===== src/rtl/coolgirl_pkg.sv =====
// Shared constants for the CoolGirl mapper slice: register selector codes
// for the MMC3 scanline IRQ block and default build parameters.
package coolgirl_pkg;

  // {A14, A13, A0} codes of the IRQ registers in $C000-$FFFF
  localparam logic [2:0] REG_IRQ_LATCH   = 3'b100;  // $C000
  localparam logic [2:0] REG_IRQ_RELOAD  = 3'b101;  // $C001
  localparam logic [2:0] REG_IRQ_DISABLE = 3'b110;  // $E000
  localparam logic [2:0] REG_IRQ_ENABLE  = 3'b111;  // $E001

  localparam int A12_LOW_MIN_DEFAULT   = 3;
  localparam int COUNTER_WIDTH_DEFAULT = 8;

endpackage


===== src/rtl/mmc3_scanline_irq_if.sv =====
// CPU/PPU snoop bus and IRQ result of the MMC3 scanline IRQ unit.
// master = the side driving the buses (mapper top / bench),
// slave  = the IRQ unit itself.
interface mmc3_scanline_irq_if #(
  parameter int COUNTER_WIDTH = 8
);
  logic                     active;
  logic                     romsel;
  logic                     cpu_rw_in;
  logic [14:0]              cpu_addr_in;
  logic [7:0]               cpu_data_in;
  logic                     ppu_a12;
  logic                     irq_req;
  logic [COUNTER_WIDTH-1:0] irq_count;

  modport master (
    output active, romsel, cpu_rw_in, cpu_addr_in, cpu_data_in, ppu_a12,
    input  irq_req, irq_count
  );

  modport slave (
    input  active, romsel, cpu_rw_in, cpu_addr_in, cpu_data_in, ppu_a12,
    output irq_req, irq_count
  );
endinterface


===== src/rtl/mmc3_scanline_irq_a12_edge_filter.sv =====
// PPU A12 rising-edge filter: an edge only counts after A12 has been low
// for at least A12_LOW_MIN consecutive m2 samples, which rejects the
// short A12 toggles seen during sprite/background fetch interleaving.
// The resulting pulse is registered, one m2 cycle wide.
module a12_edge_filter #(
  parameter int A12_LOW_MIN = 3
) (
  input  logic m2,
  input  logic reset,
  input  logic ppu_a12,
  output logic clk_evt
);

  localparam logic [3:0] LOW_MIN_C = 4'(A12_LOW_MIN);

  logic [3:0] low_cnt_r;
  logic       a12_prev_r;
  logic       clk_evt_r;

  // Track A12 low time, previous level, and register the qualified edge
  always_ff @(posedge m2) begin
    if (reset) begin
      low_cnt_r  <= 4'd0;
      a12_prev_r <= 1'b0;
      clk_evt_r  <= 1'b0;
    end else begin
      a12_prev_r <= ppu_a12;
      clk_evt_r  <= ppu_a12 & ~a12_prev_r & (low_cnt_r == LOW_MIN_C);
      if (ppu_a12) begin
        low_cnt_r <= 4'd0;
      end else if (low_cnt_r != LOW_MIN_C) begin
        low_cnt_r <= low_cnt_r + 4'd1;
      end else begin
        low_cnt_r <= low_cnt_r;
      end
    end
  end

  assign clk_evt = clk_evt_r;

endmodule


===== src/rtl/mmc3_scanline_irq.sv =====
// MMC3-style scanline IRQ unit. Snoops CPU writes to $C000-$FFFF and
// counts filtered PPU A12 rising edges; raises irq_req when the
// down-counter reaches zero while enabled.
// Build option: define MMC3_IRQ_REV_A_EN for the older MMC3A behaviour
// (a zero result only fires if the counter was non-zero or a reload was
// pending); otherwise every step that lands on zero fires (MMC3B/C).
module mmc3_scanline_irq
  import coolgirl_pkg::*;
#(
  parameter int A12_LOW_MIN   = A12_LOW_MIN_DEFAULT,
  parameter int COUNTER_WIDTH = COUNTER_WIDTH_DEFAULT
) (
  input  logic                 m2,
  input  logic                 reset,
  mmc3_scanline_irq_if.slave   bus
);

  localparam logic [COUNTER_WIDTH-1:0] CNT_ZERO = {COUNTER_WIDTH{1'b0}};
  localparam logic [COUNTER_WIDTH-1:0] CNT_ONE  = {{(COUNTER_WIDTH-1){1'b0}}, 1'b1};

  logic [COUNTER_WIDTH-1:0] latch_r;
  logic [COUNTER_WIDTH-1:0] counter_r;
  logic                     reload_r;
  logic                     irq_en_r;
  logic                     irq_req_r;

  logic [COUNTER_WIDTH-1:0] latch_nxt_s;
  logic [COUNTER_WIDTH-1:0] counter_nxt_s;
  logic [COUNTER_WIDTH-1:0] step_cnt_s;
  logic                     reload_nxt_s;
  logic                     step_reload_s;
  logic                     irq_en_nxt_s;
  logic                     irq_req_nxt_s;
  logic                     fire_cond_s;
  logic                     fire_s;
  logic                     clk_evt_s;
  logic                     step_s;
  logic                     wr_s;
  logic [2:0]               sel_s;
  logic                     unused_addr_s;

  a12_edge_filter #(
    .A12_LOW_MIN (A12_LOW_MIN)
  ) u_a12_edge_filter (
    .m2      (m2),
    .reset   (reset),
    .ppu_a12 (bus.ppu_a12),
    .clk_evt (clk_evt_s)
  );

  assign wr_s          = bus.active & ~bus.romsel & ~bus.cpu_rw_in;
  assign sel_s         = {bus.cpu_addr_in[14], bus.cpu_addr_in[13], bus.cpu_addr_in[0]};
  assign step_s        = clk_evt_s & bus.active;
  assign unused_addr_s = ^bus.cpu_addr_in[12:1];

  // Counter step from pre-write state, then register writes layered on top
  always_comb begin
    step_cnt_s    = counter_r;
    step_reload_s = reload_r;
    fire_cond_s   = 1'b0;
    if (step_s) begin
      if ((counter_r == CNT_ZERO) || reload_r) begin
        step_cnt_s    = latch_r;
        step_reload_s = 1'b0;
      end else begin
        step_cnt_s    = counter_r - CNT_ONE;
        step_reload_s = reload_r;
      end
`ifdef MMC3_IRQ_REV_A_EN
      fire_cond_s = (step_cnt_s == CNT_ZERO) && ((counter_r != CNT_ZERO) || reload_r);
`else
      fire_cond_s = (step_cnt_s == CNT_ZERO);
`endif
    end else begin
      step_cnt_s    = counter_r;
      step_reload_s = reload_r;
      fire_cond_s   = 1'b0;
    end
    fire_s = fire_cond_s & irq_en_r;

    latch_nxt_s   = latch_r;
    counter_nxt_s = step_cnt_s;
    reload_nxt_s  = step_reload_s;
    irq_en_nxt_s  = irq_en_r;
    irq_req_nxt_s = irq_req_r | fire_s;
    if (wr_s) begin
      case (sel_s)
        REG_IRQ_LATCH: begin
          latch_nxt_s = bus.cpu_data_in[COUNTER_WIDTH-1:0];
        end
        REG_IRQ_RELOAD: begin
          counter_nxt_s = CNT_ZERO;
          reload_nxt_s  = 1'b1;
        end
        REG_IRQ_DISABLE: begin
          irq_en_nxt_s  = 1'b0;
          irq_req_nxt_s = 1'b0;
        end
        REG_IRQ_ENABLE: begin
          irq_en_nxt_s = 1'b1;
        end
        default: begin
          latch_nxt_s = latch_r;
        end
      endcase
    end else begin
      latch_nxt_s = latch_r;
    end
  end

  // IRQ state registers with synchronous reset
  always_ff @(posedge m2) begin
    if (reset) begin
      latch_r   <= CNT_ZERO;
      counter_r <= CNT_ZERO;
      reload_r  <= 1'b0;
      irq_en_r  <= 1'b0;
      irq_req_r <= 1'b0;
    end else begin
      latch_r   <= latch_nxt_s;
      counter_r <= counter_nxt_s;
      reload_r  <= reload_nxt_s;
      irq_en_r  <= irq_en_nxt_s;
      irq_req_r <= irq_req_nxt_s;
    end
  end

  // Idle unit never asserts the pin request, but keeps its pending state
  assign bus.irq_req   = irq_req_r & bus.active;
  assign bus.irq_count = counter_r;

endmodule


===== src/flat_wrapper.sv =====
// flat-port wrapper written by rule: the top's interface ports become plain ports
module mmc3_scanline_irq_flat import coolgirl_pkg::*;
#(
  parameter int A12_LOW_MIN   = A12_LOW_MIN_DEFAULT,
  parameter int COUNTER_WIDTH = COUNTER_WIDTH_DEFAULT
)
  (m2, reset, bus_active, bus_romsel, bus_cpu_rw_in, bus_cpu_addr_in, bus_cpu_data_in, bus_ppu_a12, bus_irq_req, bus_irq_count);
  mmc3_scanline_irq_if #(.COUNTER_WIDTH(COUNTER_WIDTH)) bus_i ();
  input  logic m2;
  input  logic reset;
  input wire logic [$bits(bus_i.active)-1:0] bus_active;
  input wire logic [$bits(bus_i.romsel)-1:0] bus_romsel;
  input wire logic [$bits(bus_i.cpu_rw_in)-1:0] bus_cpu_rw_in;
  input wire logic [$bits(bus_i.cpu_addr_in)-1:0] bus_cpu_addr_in;
  input wire logic [$bits(bus_i.cpu_data_in)-1:0] bus_cpu_data_in;
  input wire logic [$bits(bus_i.ppu_a12)-1:0] bus_ppu_a12;
  output wire logic [$bits(bus_i.irq_req)-1:0] bus_irq_req;
  output wire logic [$bits(bus_i.irq_count)-1:0] bus_irq_count;
  assign bus_i.active = bus_active;
  assign bus_i.romsel = bus_romsel;
  assign bus_i.cpu_rw_in = bus_cpu_rw_in;
  assign bus_i.cpu_addr_in = bus_cpu_addr_in;
  assign bus_i.cpu_data_in = bus_cpu_data_in;
  assign bus_i.ppu_a12 = bus_ppu_a12;
  assign bus_irq_req = bus_i.irq_req;
  assign bus_irq_count = bus_i.irq_count;
  mmc3_scanline_irq #(.A12_LOW_MIN(A12_LOW_MIN), .COUNTER_WIDTH(COUNTER_WIDTH)) u_core (.m2(m2), .reset(reset), .bus(bus_i));
endmodule

===== config.mk =====
export PLATFORM = sky130hd
export DESIGN_NAME = mmc3_scanline_irq_flat
export DESIGN_NICKNAME = d
export VERILOG_FILES = /design/src/rtl/coolgirl_pkg.sv /design/src/rtl/mmc3_scanline_irq_if.sv /design/src/rtl/mmc3_scanline_irq_a12_edge_filter.sv /design/src/rtl/mmc3_scanline_irq.sv /design/src/flat_wrapper.sv
export SDC_FILE = /design/constraint.sdc
export NUM_CORES = 1
export LEC_CHECK = 0
export CORE_MARGIN = 3
export CORE_UTILIZATION = 46
export DETAILED_ROUTE_END_ITERATION = 12
export PLACE_DENSITY = 0.78
export SLEW_MARGIN = 30
export SYNTH_ARGS = -nofsm -noshare
export SYNTH_HDL_FRONTEND = slang
export SYNTH_SLANG_ARGS = --single-unit

===== constraint.sdc =====
create_clock -name m2 -period 2.3 [get_ports m2]
set_input_delay 0.345 -clock m2 [delete_from_list [all_inputs] [get_ports m2]]
set_output_delay 0.345 -clock m2 [all_outputs]
set_load 0.02 [all_outputs]

==> flow_summary.json <==
{
  "status": "completed",
  "max_stage_delay_ns": 0.40,
  "r2r-end": "u_core.irq_req_r",
  "wl_per_cell_um": 13.7,
  "seq_power_share": 0.642,
  "place_ws_ns": 0.227,
  "cts_setup_buffers": 0,
  "synth_edf_count": 0,
  "hp-start": "u_core.irq_en_r",
  "syn-num-nets": 184,
  "cts-root-buf": "clkbuf_4",
  "crit_type": "reg2reg",
  "fin_area_um2": 1600,
  "setup_viol": 0,
  "intPower_w": 0.000536,
  "nFillCells": 223,
  "hpwlAfterDp_mm": 2.33,
  "placed_area_um2": 1580,
  "cts_buffer_depth": 2,
  "switching_share": 0.219,
  "timing.slew.headroom": 0.700,
  "netlist.area_leader.share": 0.393,
  "multi_input_area_um2": 719,
  "cap_viol_max_count": 0,
  "drt-initial-drc-count": 61,
  "dp_cells": 208,
  "post_cts_resized": 0,
  "grt_start_max_net_pins": 15,
  "end_kind": "flip-flop",
  "grt.overflow.total": 0,
  "ios": 38,
  "layout_setup_ws_ns": 0.188,
  "drive_above_1_share": 0.0769,
  "antenna_found_initial": 0,
  "cts_max_level": 1,
  "ys_seq_area_frac": 0.393,
  "cp_data_required_time_ns": 2.56,
  "ys_seq_elements": 25,
  "postCtsHoldBufs": 0,
  "place_congestion": 0.848,
  "clk_latency_ns": 0.31,
  "final.period_utilization": 0.918,
  "io_buffers": 25,
  "p_per_area_nw_per_um2": 428,
  "hold_violations": 0,
  "grt_pass1_wl_mm": 4.81,
  "reg2reg_depth": 7,
  "synth_area_leaders": "dfxtp_1 (39%), mux2i_1 (8.7%), nor2_1 (5.9%)",
  "num_vias": 1185,
  "clkPwrFrac": 0.278,
  "ir_worst_vdd_mv": 0.433,
  "max_clock_freq_mhz": 474,
  "skew_ns": 0.00249,
  "syn-cell-area_um2": 1270,
  "num_antenna_cells": 0,
  "finalCriticalPeriod_ns": 2.11,
  "worstPathMaxFanout": 6,
  "syn_inst": 152,
  "slew_violations": 0,
  "drt-total-wl_mm": 2.90,
  "yosysUniqueCellTypes": 38,
  "holdPathStages": 2,
  "hp-class": "reg2reg",
  "fin_util": 0.630,
  "instances_no_fill": 212,
  "layout.area.seq_um2": 500,
  "vias_per_cell": 5.59,
  "path_clk_slew_ns": 0.13,
  "dieArea_um2": 3430,
  "p_comb_frac": 0.080,
  "startpoint_type": "flip-flop",
  "start_util": 0.500,
  "cts_made_buffers": 3,
  "r2r_slack_ns": 0.19,
  "power_switching_w": 0.000150,
  "critPathSlowestCell": "nor3b_1",
  "tightest_slew_ns": 0.449,
  "yosys_warnings": 0,
  "synth_top_area_cell": "dfxtp_1",
  "synth_common_cells": "dfxtp_1 (25), nor2_1 (20), nand2_1 (13)",
  "r2r-start": "u_core.bus.irq_count[1]",
  "grt_pass1_vias": 1100,
  "avgSynthCellArea_um2": 8.37,
  "layout.nets": 215,
  "rows": 18,
  "fp.dieW_um": 58.6,
  "drc": 0,
  "synth_most_common_cell": "dfxtp_1",
  "cts_sinks": 25,
  "die_y_um": 58.6,
  "drtPass1Iterations": 4,
  "ant_nets": 0,
  "crit_chain": "inv_1, ha_1, nor3b_1, a21o_1, mux2i_1, a2111oi_1, o221a_1",
  "min_to": "u_core.irq_en_r",
  "synth_ff_type": "dfxtp_1",
  "grtUsageTotal": 0.181,
  "rsz0062_at_grt": "no",
  "coreArea_um2": 2540,
  "synthArstFlopShare": 0,
  "setup_tns_ns": 0,
  "area_growth_pct": 26.0,
  "cp.arrival_ns": 2.37,
  "p_leak_nw": 0.585,
  "cts_tree": "yes"
}
==> state kept, by name (all words and copies together), names as in the netlist <==
signal and cells:
u_core.bus.irq_count 8, u_core.irq_req_r 1, u_core.u_a12_edge_filter.clk_evt 1, u_core.latch_r 8
u_core.reload_r 1, u_core.u_a12_edge_filter.a12_prev_r 1, u_core.u_a12_edge_filter.low_cnt_r 4, u_core.irq_en_r 1
==> power groups by stage <==
stage          clock, W  sequential [W]  combinational, W
2_1_floorplan         0        0.000449         0.0000174
3_3_place_gp          0        0.000450         0.0000526
3_5_place_dp          0        0.000450         0.0000549
4_1_cts        0.000199        0.000441         0.0000550
5_1_grt        0.000218        0.000441         0.0000590
6_report       0.000190        0.000441         0.0000548
==> through the flow <==
stage | power [W] | hold slack [ns]
2_1_floorplan | 0.000466 | 0.421
3_3_place_gp | 0.000502 | 0.449
3_5_place_dp | 0.000505 | 0.476
4_1_cts | 0.000695 | 0.495
5_1_grt | 0.000718 | 0.516
6_report | 0.000686 | 0.498
==> worst max-delay path: cells and delay by family (launching register included) <==
family	cells	cell delay (ns)
AOI/OAI and AO/OA	3	0.91
and+or+nand+nor	1	0.40
DFF	1	0.39
adders and majority gates	1	0.15
muxes	1	0.11
buffers and inverters	1	0.10
==> cell families (layout without fill, tap and decap cells) <==
family / after synthesis / after routing / share of synthesized area
compound gates: 30 / 30 / 0.145
xor+xnor: 3 / 3 / 0.0207
fa+ha+maj: 3 / 3 / 0.0295
buf+inv: 11 / 41 / 0.0413
flops: 25 / 25 / 0.393
mux: 12 / 12 / 0.0954
simple gates: 68 / 68 / 0.275
==> placed cells by master, fill, tap and decap left out <==
master / netlist / routed
a2111oi_1: 1 / 1
a211oi_1: 1 / 1
a21o_1: 1 / 1
a21oi_1: 10 / 10
a221oi_1: 1 / 1
a22oi_1: 2 / 2
a31oi_1: 2 / 2
a32oi_1: 1 / 1
and2_1: 3 / 3
and3_1: 1 / 1
and3b_1: 1 / 1
buf_4: 1 / 6
clkbuf_4: 0 / 3
clkdlybuf4s50_1: 0 / 25
clkinv_2: 0 / 1
dfxtp_1: 25 / 25
ha_1: 3 / 3
inv_1: 6 / 6
mux2_2: 1 / 1
mux2i_1: 11 / 11
nand2_1: 13 / 13
nand2b_1: 1 / 1
nand3_1: 6 / 6
nand4_1: 1 / 1
nand4bb_1: 1 / 1
nor2_1: 20 / 20
nor2b_1: 2 / 2
nor3_1: 9 / 9
nor3_2: 1 / 1
nor3b_1: 2 / 2
nor4_2: 1 / 1
o21ai_0: 5 / 5
o21ai_1: 4 / 4
o21bai_1: 1 / 1
o221a_1: 1 / 1
or3_1: 4 / 4
or4_1: 1 / 1
or4_4: 1 / 1
xor2_1: 3 / 3
==> layer usage <==
metal,GRT usage,vias to the layer above,share of wire
met5,0,-,0
met4,0.0680,0,0.0048
met3,0.0307,2,0.063
met2,0.314,43,0.50
met1,0.224,536,0.43
li1,-,604,-
==> area by class of cell <==
class	count	area share
well taps	30	0.0234
inverters	6	0.0141
flip-flops and latches	25	0.312
clock inverters	1	0.00312
clock buffers	3	0.0141
multi-input cells	116	0.449
repair buffers	31	0.184
==> how the worst max path moves through the flow <==
stage                                  from               end  slack [ns]  cells past startpoint
finish              u_core.bus.irq_count[1]  u_core.irq_req_r        0.19                      7
global route        u_core.bus.irq_count[1]  u_core.irq_req_r        0.01                      7
CTS                 u_core.bus.irq_count[1]  u_core.irq_req_r        0.20                      7
global placement    u_core.bus.irq_count[1]  u_core.irq_req_r        0.26                      7
detailed placement  u_core.bus.irq_count[1]  u_core.irq_req_r        0.23                      7
floorplan           u_core.bus.irq_count[0]  u_core.irq_req_r        0.25                      8
Note: power is estimated with default switching activity, not from simulation.
